**src/rtl/cpu_pkg.sv**
```systemverilog
`default_nettype none
// ============================================================================
//  Module   : cpu_pkg
//  Brief    : Shared constants and helpers for the CPU front end (fetch stage)
//  Revision : 1.0 - initial release
// ============================================================================
package cpu_pkg;

   // Default program-counter field width seen by the rest of the pipeline
   localparam int PC_W      = 32;
   // Instruction memory depth in words; program counters count modulo this
   localparam int MEM_DEPTH = 128;
   // Instruction word width
   localparam int INST_W    = 32;
   // Instruction used as a pipeline bubble
   localparam logic [INST_W-1:0] NOP_INST = 32'h0000_0000;
   // Number of bits actually needed to index the instruction memory
   localparam int PC_IDX_W  = (MEM_DEPTH > 1) ? $clog2(MEM_DEPTH) : 1;

   // Word-index increment that wraps from depth-1 back to 0. Written against
   // the depth rather than a bit width so non-power-of-two memories also wrap.
   function automatic int unsigned wrap_inc(input int unsigned idx,
                                            input int unsigned depth);
      return ((idx + 32'd1) >= depth) ? 32'd0 : (idx + 32'd1);
   endfunction

endpackage
`default_nettype wire

```
**src/rtl/fetch_unit_pc_reg.sv**
```systemverilog
`default_nettype none
// ============================================================================
//  Module   : pc_reg
//  Brief    : Program counter of the fetch stage. Holds the next index to
//             fetch plus the index/validity of the request currently being
//             answered by the memory, and selects the index presented to the
//             instruction memory (reset, redirect, stall replay or sequential).
//  Revision : 1.0 - initial release
// ============================================================================
module pc_reg #(
   parameter int PC_W      = 32,
   parameter int MEM_DEPTH = 128,
   parameter int RESET_PC  = 0,
   parameter int IDX_W     = (MEM_DEPTH > 1) ? $clog2(MEM_DEPTH) : 1
) (
   input  logic             clk,
   input  logic             rst,
   input  logic             stall,
   input  logic             redirect,
   input  logic [PC_W-1:0]  redirect_pc,
   output logic [IDX_W-1:0] fetch_idx,
   output logic [IDX_W-1:0] req_idx,
   output logic             req_valid
);
   import cpu_pkg::*;

   localparam logic [PC_W-1:0]  c_depth     = PC_W'(MEM_DEPTH);
   localparam logic [IDX_W-1:0] c_reset_idx = IDX_W'(RESET_PC % MEM_DEPTH);

   logic [PC_W-1:0]  w_target_mod;
   logic [IDX_W-1:0] w_target;
   logic [IDX_W-1:0] w_target_inc;
   logic [IDX_W-1:0] w_pc_inc;
   logic [IDX_W-1:0] r_pc;
   logic [IDX_W-1:0] r_req_idx;
   logic             r_req_valid;

   // Redirect targets arrive as full-width PCs; fold them into the memory range
   assign w_target_mod = redirect_pc % c_depth;
   assign w_target     = w_target_mod[IDX_W-1:0];

   // After the modulo the high bits are always zero and are intentionally dropped
   generate
      if (PC_W > IDX_W) begin : g_target_hi
         logic w_unused_target_hi;
         assign w_unused_target_hi = |w_target_mod[PC_W-1:IDX_W];
      end
   endgenerate

   // Sequential successors, wrapping at the end of memory
   assign w_pc_inc     = IDX_W'(wrap_inc(32'(r_pc), MEM_DEPTH));
   assign w_target_inc = IDX_W'(wrap_inc(32'(w_target), MEM_DEPTH));

   // Memory address mux: reset, then redirect, then stall replay, else sequential
   always_comb begin
      fetch_idx = r_pc;
      if (rst) begin
         fetch_idx = c_reset_idx;
      end else if (redirect) begin
         fetch_idx = w_target;
      end else if (stall) begin
         // Re-read the request in flight so inst_in stays stable while held
         fetch_idx = r_req_idx;
      end
   end

   // PC and in-flight request tracking; redirect overrides stall
   always_ff @(posedge clk) begin
      if (rst) begin
         r_pc        <= c_reset_idx;
         r_req_idx   <= '0;
         r_req_valid <= 1'b0;
      end else if (redirect) begin
         r_req_idx   <= w_target;
         r_req_valid <= 1'b1;
         r_pc        <= w_target_inc;
      end else if (!stall) begin
         r_req_idx   <= r_pc;
         r_req_valid <= 1'b1;
         r_pc        <= w_pc_inc;
      end
   end

   assign req_idx   = r_req_idx;
   assign req_valid = r_req_valid;

endmodule
`default_nettype wire

```
**src/rtl/fetch_unit.sv**
```systemverilog
`default_nettype none
// ============================================================================
//  Module   : fetch_unit
//  Brief    : Instruction-fetch stage in front of a synchronous instruction
//             memory. Drives the memory word index, pairs each returned
//             instruction with the PC that fetched it and presents both to
//             decode through the IF/ID register, honouring stalls and
//             branch/jump redirects.
//  Revision : 1.0 - initial release
// ============================================================================
module fetch_unit #(
   parameter int PC_W      = cpu_pkg::PC_W,
   parameter int MEM_DEPTH = cpu_pkg::MEM_DEPTH,
   parameter int RESET_PC  = 0
) (
   input  logic                       clk,
   input  logic                       rst,
   input  logic                       stall,
   input  logic                       redirect,
   input  logic [PC_W-1:0]            redirect_pc,
   output logic [PC_W-1:0]            pc_out,
   input  logic [cpu_pkg::INST_W-1:0] inst_in,
   output logic [cpu_pkg::INST_W-1:0] id_inst,
   output logic [PC_W-1:0]            id_pc,
   output logic [PC_W-1:0]            id_pc_plus1,
   output logic                       id_valid
);
   import cpu_pkg::*;

   localparam int c_idx_w = (MEM_DEPTH > 1) ? $clog2(MEM_DEPTH) : 1;

   logic [c_idx_w-1:0] w_fetch_idx;
   logic [c_idx_w-1:0] w_req_idx;
   logic               w_req_valid;
   logic [c_idx_w-1:0] w_id_pc_inc;

   logic [INST_W-1:0]  r_id_inst;
   logic [c_idx_w-1:0] r_id_pc;
   logic               r_id_valid;

   pc_reg #(
      .PC_W      (PC_W),
      .MEM_DEPTH (MEM_DEPTH),
      .RESET_PC  (RESET_PC),
      .IDX_W     (c_idx_w)
   ) u_pc_reg (
      .clk         (clk),
      .rst         (rst),
      .stall       (stall),
      .redirect    (redirect),
      .redirect_pc (redirect_pc),
      .fetch_idx   (w_fetch_idx),
      .req_idx     (w_req_idx),
      .req_valid   (w_req_valid)
   );

   // Index fields are zero-extended so bits above the memory range read 0
   assign pc_out = PC_W'(w_fetch_idx);

   // IF/ID register: bubble on redirect, hold on stall, else capture memory data
   always_ff @(posedge clk) begin
      if (rst) begin
         r_id_inst  <= NOP_INST;
         r_id_pc    <= '0;
         r_id_valid <= 1'b0;
      end else if (redirect) begin
         // Wrong-path instruction is squashed; id_pc is left as it was
         r_id_inst  <= NOP_INST;
         r_id_valid <= 1'b0;
      end else if (!stall) begin
         // Memory data is meaningless until the first request has been issued
         r_id_inst  <= w_req_valid ? inst_in : NOP_INST;
         r_id_pc    <= w_req_idx;
         r_id_valid <= w_req_valid;
      end
   end

   assign w_id_pc_inc = c_idx_w'(wrap_inc(32'(r_id_pc), MEM_DEPTH));

   assign id_inst     = r_id_inst;
   assign id_pc       = PC_W'(r_id_pc);
   assign id_pc_plus1 = PC_W'(w_id_pc_inc);
   assign id_valid    = r_id_valid;

endmodule
`default_nettype wire

```
**config.mk**
```make
export PLATFORM = sky130hd
export DESIGN_NAME = fetch_unit
export DESIGN_NICKNAME = d
export VERILOG_FILES = /design/src/rtl/cpu_pkg.sv /design/src/rtl/fetch_unit_pc_reg.sv /design/src/rtl/fetch_unit.sv
export SDC_FILE = /design/constraint.sdc
export NUM_CORES = 1
export LEC_CHECK = 0
export CORE_ASPECT_RATIO = 1.1
export CORE_MARGIN = 3
export CORE_UTILIZATION = 60
export CTS_CLUSTER_SIZE = 25
export DETAILED_ROUTE_END_ITERATION = 6
export DONT_BUFFER_PORTS = 1
export PLACE_DENSITY = 0.75
export SLEW_MARGIN = 20
export SYNTH_ARGS = -nofsm -noshare
export SYNTH_HDL_FRONTEND = slang
export SYNTH_HIERARCHICAL = 1
export SYNTH_SLANG_ARGS = --single-unit
```
**constraint.sdc**
```tcl
create_clock -name clk -period 1.5 [get_ports clk]
set_clock_uncertainty 0.05 [all_clocks]
set_input_delay 0.3 -clock clk [delete_from_list [all_inputs] [get_ports clk]]
set_output_delay 0.3 -clock clk [all_outputs]
set_load 0.02 [all_outputs]
```
==> Yosys cells after proc, flatten, opt, wreduce, memory -nomap -nowiden <==
Index checks and enable logic that the tools add are counted.
{ "op_classes": {"n_reduce_logical": 2, "muxes": 11, "n_bitwise": 2, "n_lt_le_gt_ge": 3, "addsub": 3, "eq_ne": 1} }
{ "ops": {"columns": ["operator", "n"], "rows": [
  ["$mux W7", 8],
  ["$mux W32", 1],
  ["$add A7 B1 Y8 const B", 3],
  ["$ge A8 B8 Y1 const B", 3],
  ["$mux W1", 2],
  ["$ne A2 B1 Y1 const B", 1],
  ["$not A1 Y1", 2],
  ["$reduce_and A2 Y1", 1],
  ["$reduce_or A2 Y1", 1]
]} }
{ "totals": {"output_inout_bits": 129, "elab_cells": 28, "input_bits": 68, "register_bits": 55} }

==> Depth between registers and ports, before layout <==
{ "depth": {"depth_word": 5, "depth_mapped": 6, "mapped_depth_nobuf": 5} }

==> Cells and area by module <==
Netlist, hierarchy kept.
{ "by_module_without_submodules": {"columns": ["module", "instances", "cells_per_inst", "seq_area_each_um2", "area_each_um2"], "rows": [
  ["fetch_unit", 1, 242, 800.8, 2118.3],
  ["pc_reg", 1, 112, 300.3, 869.6]
]} }

==> Least setup slack after synthesis <==
Ideal clock, no wire load.
{ "synth_timing": {"path_kind": "in2out", "startpoint": "in redirect", "endpoint": "out pc_out[0]", "cell_stages": 3, "t_arrival_ns": 1.313, "path_buffers": 2, "required_time_ns": 1.150, "path_slack_ns": -0.163, "cell_sequence": "buf_2 buf_1 a221oi_1"} }
{ "synth_between": {"elab_chain_cells": 2} }
{ "synth_lines": {"columns": ["element", "line", "text"], "rows": [
  ["start, declared", "fetch_unit.sv:19", "input logic redirect,"],
  ["$mux W7", "fetch_unit_pc_reg.sv:59", "end else if (redirect) begin"],
  ["$mux W7", null, null],
  ["end, declared", "fetch_unit.sv:21", "output logic [PC_W-1:0] pc_out,"]
]} }
Every way passes these cells.

==> Final worst setup path <==
{ "layout_timing": {"startpoint": "reg r_id_pc[0]", "endpoint": "out id_pc_plus1[6]"} }
{ "layout_between": {"elab_chain_cells": 3} }
{ "layout_lines": {"columns": ["element", "line", "text"], "rows": [
  ["start, declared", "fetch_unit.sv:38", "logic [c_idx_w-1:0] r_id_pc;"],
  ["start signal, assigned", "fetch_unit.sv:73", "r_id_pc <= w_req_idx;"],
  ["$add A7 B1 Y8 (*)", "cpu_pkg.sv:24", "return ((idx + 32'd1) >= depth) ? 32'd0 : (idx + 32'd1);"],
  ["$ge A8 B8 Y1", "cpu_pkg.sv:24", null],
  ["$mux W7 (*)", "cpu_pkg.sv:24", null],
  ["end, declared", "fetch_unit.sv:25", "output logic [PC_W-1:0] id_pc_plus1,"]
]} }
Mark *: on every way between the ends. The rest lies on a longest branch, timed or not.

==> impl_metrics.sql <==
INSERT INTO impl_metrics (metric_group, metric, value, unit) VALUES
('floorplan', 'placeable_core_region', '4720', 'um2'),
('logic_synthesis', 'synth_cell_types', '40', ''),
('sta', 'fin_crit', '1.66', 'ns'),
('job', 'cap_violations', '0', ''),
('logic_synthesis', 'mapped_cell_area', '2990', 'um2'),
('clocking', 'cts.clk_slew.worst_paths', '0.11', 'ns'),
('critical_path', 'worst-path-max-fanout', '4', ''),
('logic_synthesis', 'postSynthRegisterBits', '55', ''),
('drt', 'number_of_nets_still_failing_antenna_checks_after_routing', '0', ''),
('power', 'power_switching', '906', 'uW'),
('critical_path', 'critical_path_required', '1.15', 'ns'),
('drt', 'dr.pass1.iters', '5', ''),
('critical_path', 'reg2reg_setup_slack', '0.05', 'ns'),
('logic_synthesis', 'synth-edff-count', '0', ''),
('logic_synthesis', 'post_synth_inst_count', '354', ''),
('placed_design', 'place_hpwl', '4510', 'um'),
('floorplan', 'chipWidth', '73.3', 'um'),
('power', 'largest_vdd_supply_drop', '701', 'uV'),
('drt', 'route.detailed.vias_per_inst', '5.22', ''),
('drt', 'first_iter_violations', '95', ''),
('sta', 'period_share', '1.11', ''),
('outcome', 'outcome', 'finished with violations', ''),
('final_layout', 'fillCellCount', '404', ''),
('global_route', 'grt.overflow.total', '0', ''),
('power', 'leakagePower', '1.36', 'nW'),
('global_route', 'grt_pass1_vias', '1936', ''),
('floorplan', 'floorplan.die_area', '5860', 'um2'),
('sta', 'postLayoutSetupSlackWorst', '-0.158', 'ns'),
('logic_synthesis', 'yosys_most_used_dff', 'sky130_fd_sc_hd__dfxtp_1', ''),
('logic_synthesis', 'async_reset_ff_frac', '0', ''),
('min_path', 'min-delay-path-class', 'primary input to flop', ''),
('final_layout', 'antenna-diode-count', '0', ''),
('final_layout', 'multiInputGateArea', '1600', 'um2'),
('sta', 'slew_viol_final', '0', ''),
('placed_design', 'place_congestion', '0.747', ''),
('global_route', 'grtUsageTotal', '0.192', ''),
('sta', 'report.final.hold_viol_count', '0', ''),
('power', 'logic_gate_share_of_total_power', '0.175', ''),
('critical_path', 'worstSetupEndpoint', 'id_pc_plus1[6]', ''),
('power', 'power_frac_seq', '0.537', ''),
('placed_design', 'dpl.cell_count', '411', ''),
('drt', 'route.detailed.wl_per_inst', '14.8', 'um'),
('critical_path', 'critical_path_arrival', '1.31', 'ns'),
('critical_path', 'timing.rr.end', 'u_pc_reg/r_pc[6]', ''),
('sta', 'worst_slew_margin_rel', '0.535', ''),
('critical_path', 'setup.worst_path.start', 'r_id_pc[0]', ''),
('sta', 'slew_worst_pin', '0.697', 'ns'),
('clocking', 'tritoncts_buffers', '5', ''),
('sta', 'setup_viol', '8', ''),
('placed_design', 'dp_slack', '0.0560', 'ns'),
('power', 'swShare', '0.310', ''),
('critical_path', 'timing.critical_path.from_type', 'flop', ''),
('final_layout', 'layout.nets', '450', ''),
('outcome', 'violated_checks', 'negative setup slack', ''),
('placed_design', 'place.port_buffers', '0', ''),
('clocking', 'clock_sinks', '55', ''),
('final_layout', 'post_route_cells_drive_above_1_share', '0.261', ''),
('global_route', 'grt_start_max_net_pins', '57', ''),
('placed_design', 'placed_cell_area', '2830', 'um2'),
('floorplan', 'num_rows', '26', ''),
('clocking', 'clock_tree.htree_level_count', '2', ''),
('clocking', 'deepest_clock_path_buffer_count', '2', ''),
('drt', 'drc_errors', '0', ''),
('sta', 'unrepaired_setup_endpoints_after_global_routing', 'true', ''),
('clocking', 'ctsRootBufferMaster', 'sky130_fd_sc_hd__clkbuf_8', ''),
('floorplan', 'fp.dieH', '80.0', 'um'),
('clocking', 'tritoncts', 'done', ''),
('logic_synthesis', 'synth.yosys.warnings', '6', ''),
('final_layout', 'storage_cell_area', '1140', 'um2'),
('clocking', 'worst_skew_pair.late_latency', '0.30', 'ns'),
('final_layout', 'final_cell_area', '3230', 'um2');
[cells by family after synthesis]
family / Yosys count / share of synthesized area
adder cells (fa/ha/maj): 3 / 0.0126
multiplexers: 5 / 0.0168
flip-flops: 55 / 0.369
AND/OR/NAND/NOR: 102 / 0.159
buffers and inverters: 100 / 0.241
other: 1 / 0.00126
AO/OA/AOI/OAI: 79 / 0.174
XOR/XNOR: 9 / 0.0264
[metal layers]
layer  track usage  part of all wire  vias up
li1              -                 -     1104
met5             0                 0        -
met4        0.0480            0.0056        0
met1         0.206              0.36     1051
met2         0.360              0.54      117
met3        0.0542             0.098        4
[power groups by stage]
| stage | Clock, mW | Sequential [mW] | Combinational [mW] |
|---|---|---|---|
| after global routing | 0.936 | 1.58 | 0.556 |
| after CTS | 0.865 | 1.57 | 0.481 |
| final | 0.841 | 1.57 | 0.513 |
| after detailed placement | 0 | 1.61 | 0.431 |
| after floorplan | 0 | 1.60 | 0.565 |
| after global placement | 0 | 1.60 | 0.424 |
[registers in the layout (all words and copies together), names as in the netlist]
| signal | cells |
|---|---|
| u_pc_reg/req_idx | 7 |
| u_pc_reg/req_valid | 1 |
| id_inst | 32 |
| u_pc_reg/r_pc | 7 |
| r_id_pc | 7 |
| id_valid | 1 |
[worst min-delay path by stage]
stage                                endpoint  start  cells past startpoint
after floorplan              u_pc_reg/r_pc[1]    rst                      1
after global placement             r_id_pc[2]    rst                      1
after detailed placement           r_id_pc[1]    rst                      1
after CTS                 u_pc_reg/req_idx[1]    rst                      1
after global routing         u_pc_reg/r_pc[4]    rst                      1
final                        u_pc_reg/r_pc[4]    rst                      1
[synth_stat cells, types with 6 or more instances]
library cell,count,area (um2)
sky130_fd_sc_hd__buf_4,78,586
sky130_fd_sc_hd__a22oi_1,32,240
sky130_fd_sc_hd__nor2_1,43,161
sky130_fd_sc_hd__xnor2_1,6,52.6
sky130_fd_sc_hd__a21oi_1,21,105
sky130_fd_sc_hd__nand2_1,20,75.1
sky130_fd_sc_hd__dfxtp_1,55,1100
sky130_fd_sc_hd__buf_6,6,67.6
sky130_fd_sc_hd__nand3_1,7,35.0
sky130_fd_sc_hd__buf_2,6,30.0
sky130_fd_sc_hd__o21ai_0,9,45.0
sky130_fd_sc_hd__nor2_2,11,68.8
[area by class of cell]
type	count	share of cell area
multi-input cells	273	0.495
clock buffers	5	0.0213
clock inverters	3	0.00776
well taps	56	0.0217
flip-flops and latches	55	0.353
repair buffers	39	0.0958
inverters	5	0.00582
[timing repair]
action / 4_1_cts / 5_1_grt
setup buffers: 12 / 4
pin swaps: 11 / 14
hold buffers: 1 / 1
resized for setup: 37 / 15
setup endpoints to repair: 13 / 17
hold endpoints to repair: 12 / 2
[stage by stage]
stage          power [mW]   TNS [ns]  utilization  hold slack (ns)
2_1_floorplan        2.17  -0.000184            -            0.323
3_3_place_gp         2.03      -6.00        0.598            0.316
3_5_place_dp         2.04          0        0.599            0.325
4_1_cts              2.91     -0.763        0.664         0.000277
5_1_grt              3.07      -1.46        0.684         0.000649
6_report             2.92     -0.767        0.684           0.0243
[placed cells by master (no fill, tap or decap), types with 2 or more instances in the layout]
cell and n:
sky130_fd_sc_hd__a211oi_1 2, sky130_fd_sc_hd__a211oi_2 2, sky130_fd_sc_hd__a21o_1 2, sky130_fd_sc_hd__a21oi_1 16, sky130_fd_sc_hd__a21oi_2 5, sky130_fd_sc_hd__a22oi_1 32
sky130_fd_sc_hd__a31oi_1 2, sky130_fd_sc_hd__and3_4 3, sky130_fd_sc_hd__buf_4 34, sky130_fd_sc_hd__buf_6 3, sky130_fd_sc_hd__clkbuf_8 5, sky130_fd_sc_hd__conb_1 75
sky130_fd_sc_hd__dfxtp_1 38, sky130_fd_sc_hd__dfxtp_2 11, sky130_fd_sc_hd__dfxtp_4 6, sky130_fd_sc_hd__dlygate4sd3_1 2, sky130_fd_sc_hd__ha_1 2, sky130_fd_sc_hd__inv_1 5
sky130_fd_sc_hd__inv_6 2, sky130_fd_sc_hd__mux2i_1 5, sky130_fd_sc_hd__nand2_1 17, sky130_fd_sc_hd__nand2_2 2, sky130_fd_sc_hd__nand2b_1 2, sky130_fd_sc_hd__nand2b_4 2
sky130_fd_sc_hd__nand3_1 5, sky130_fd_sc_hd__nand3_2 2, sky130_fd_sc_hd__nor2_1 41, sky130_fd_sc_hd__nor2_2 11, sky130_fd_sc_hd__nor2_4 2, sky130_fd_sc_hd__nor3_1 3
sky130_fd_sc_hd__o21ai_0 8, sky130_fd_sc_hd__o22ai_1 2, sky130_fd_sc_hd__xnor2_1 5, sky130_fd_sc_hd__xor2_1 3
[worst max-delay path, stage by stage, from the launching register on]
cell,delay [ns]
sky130_fd_sc_hd__dfxtp_4,0.38
sky130_fd_sc_hd__ha_4,0.18
sky130_fd_sc_hd__nand2_4,0.06
sky130_fd_sc_hd__nand2_2,0.05
sky130_fd_sc_hd__a31oi_2,0.17
sky130_fd_sc_hd__buf_4,0.16
No activity file was read; power rests on OpenSTA's default activity.
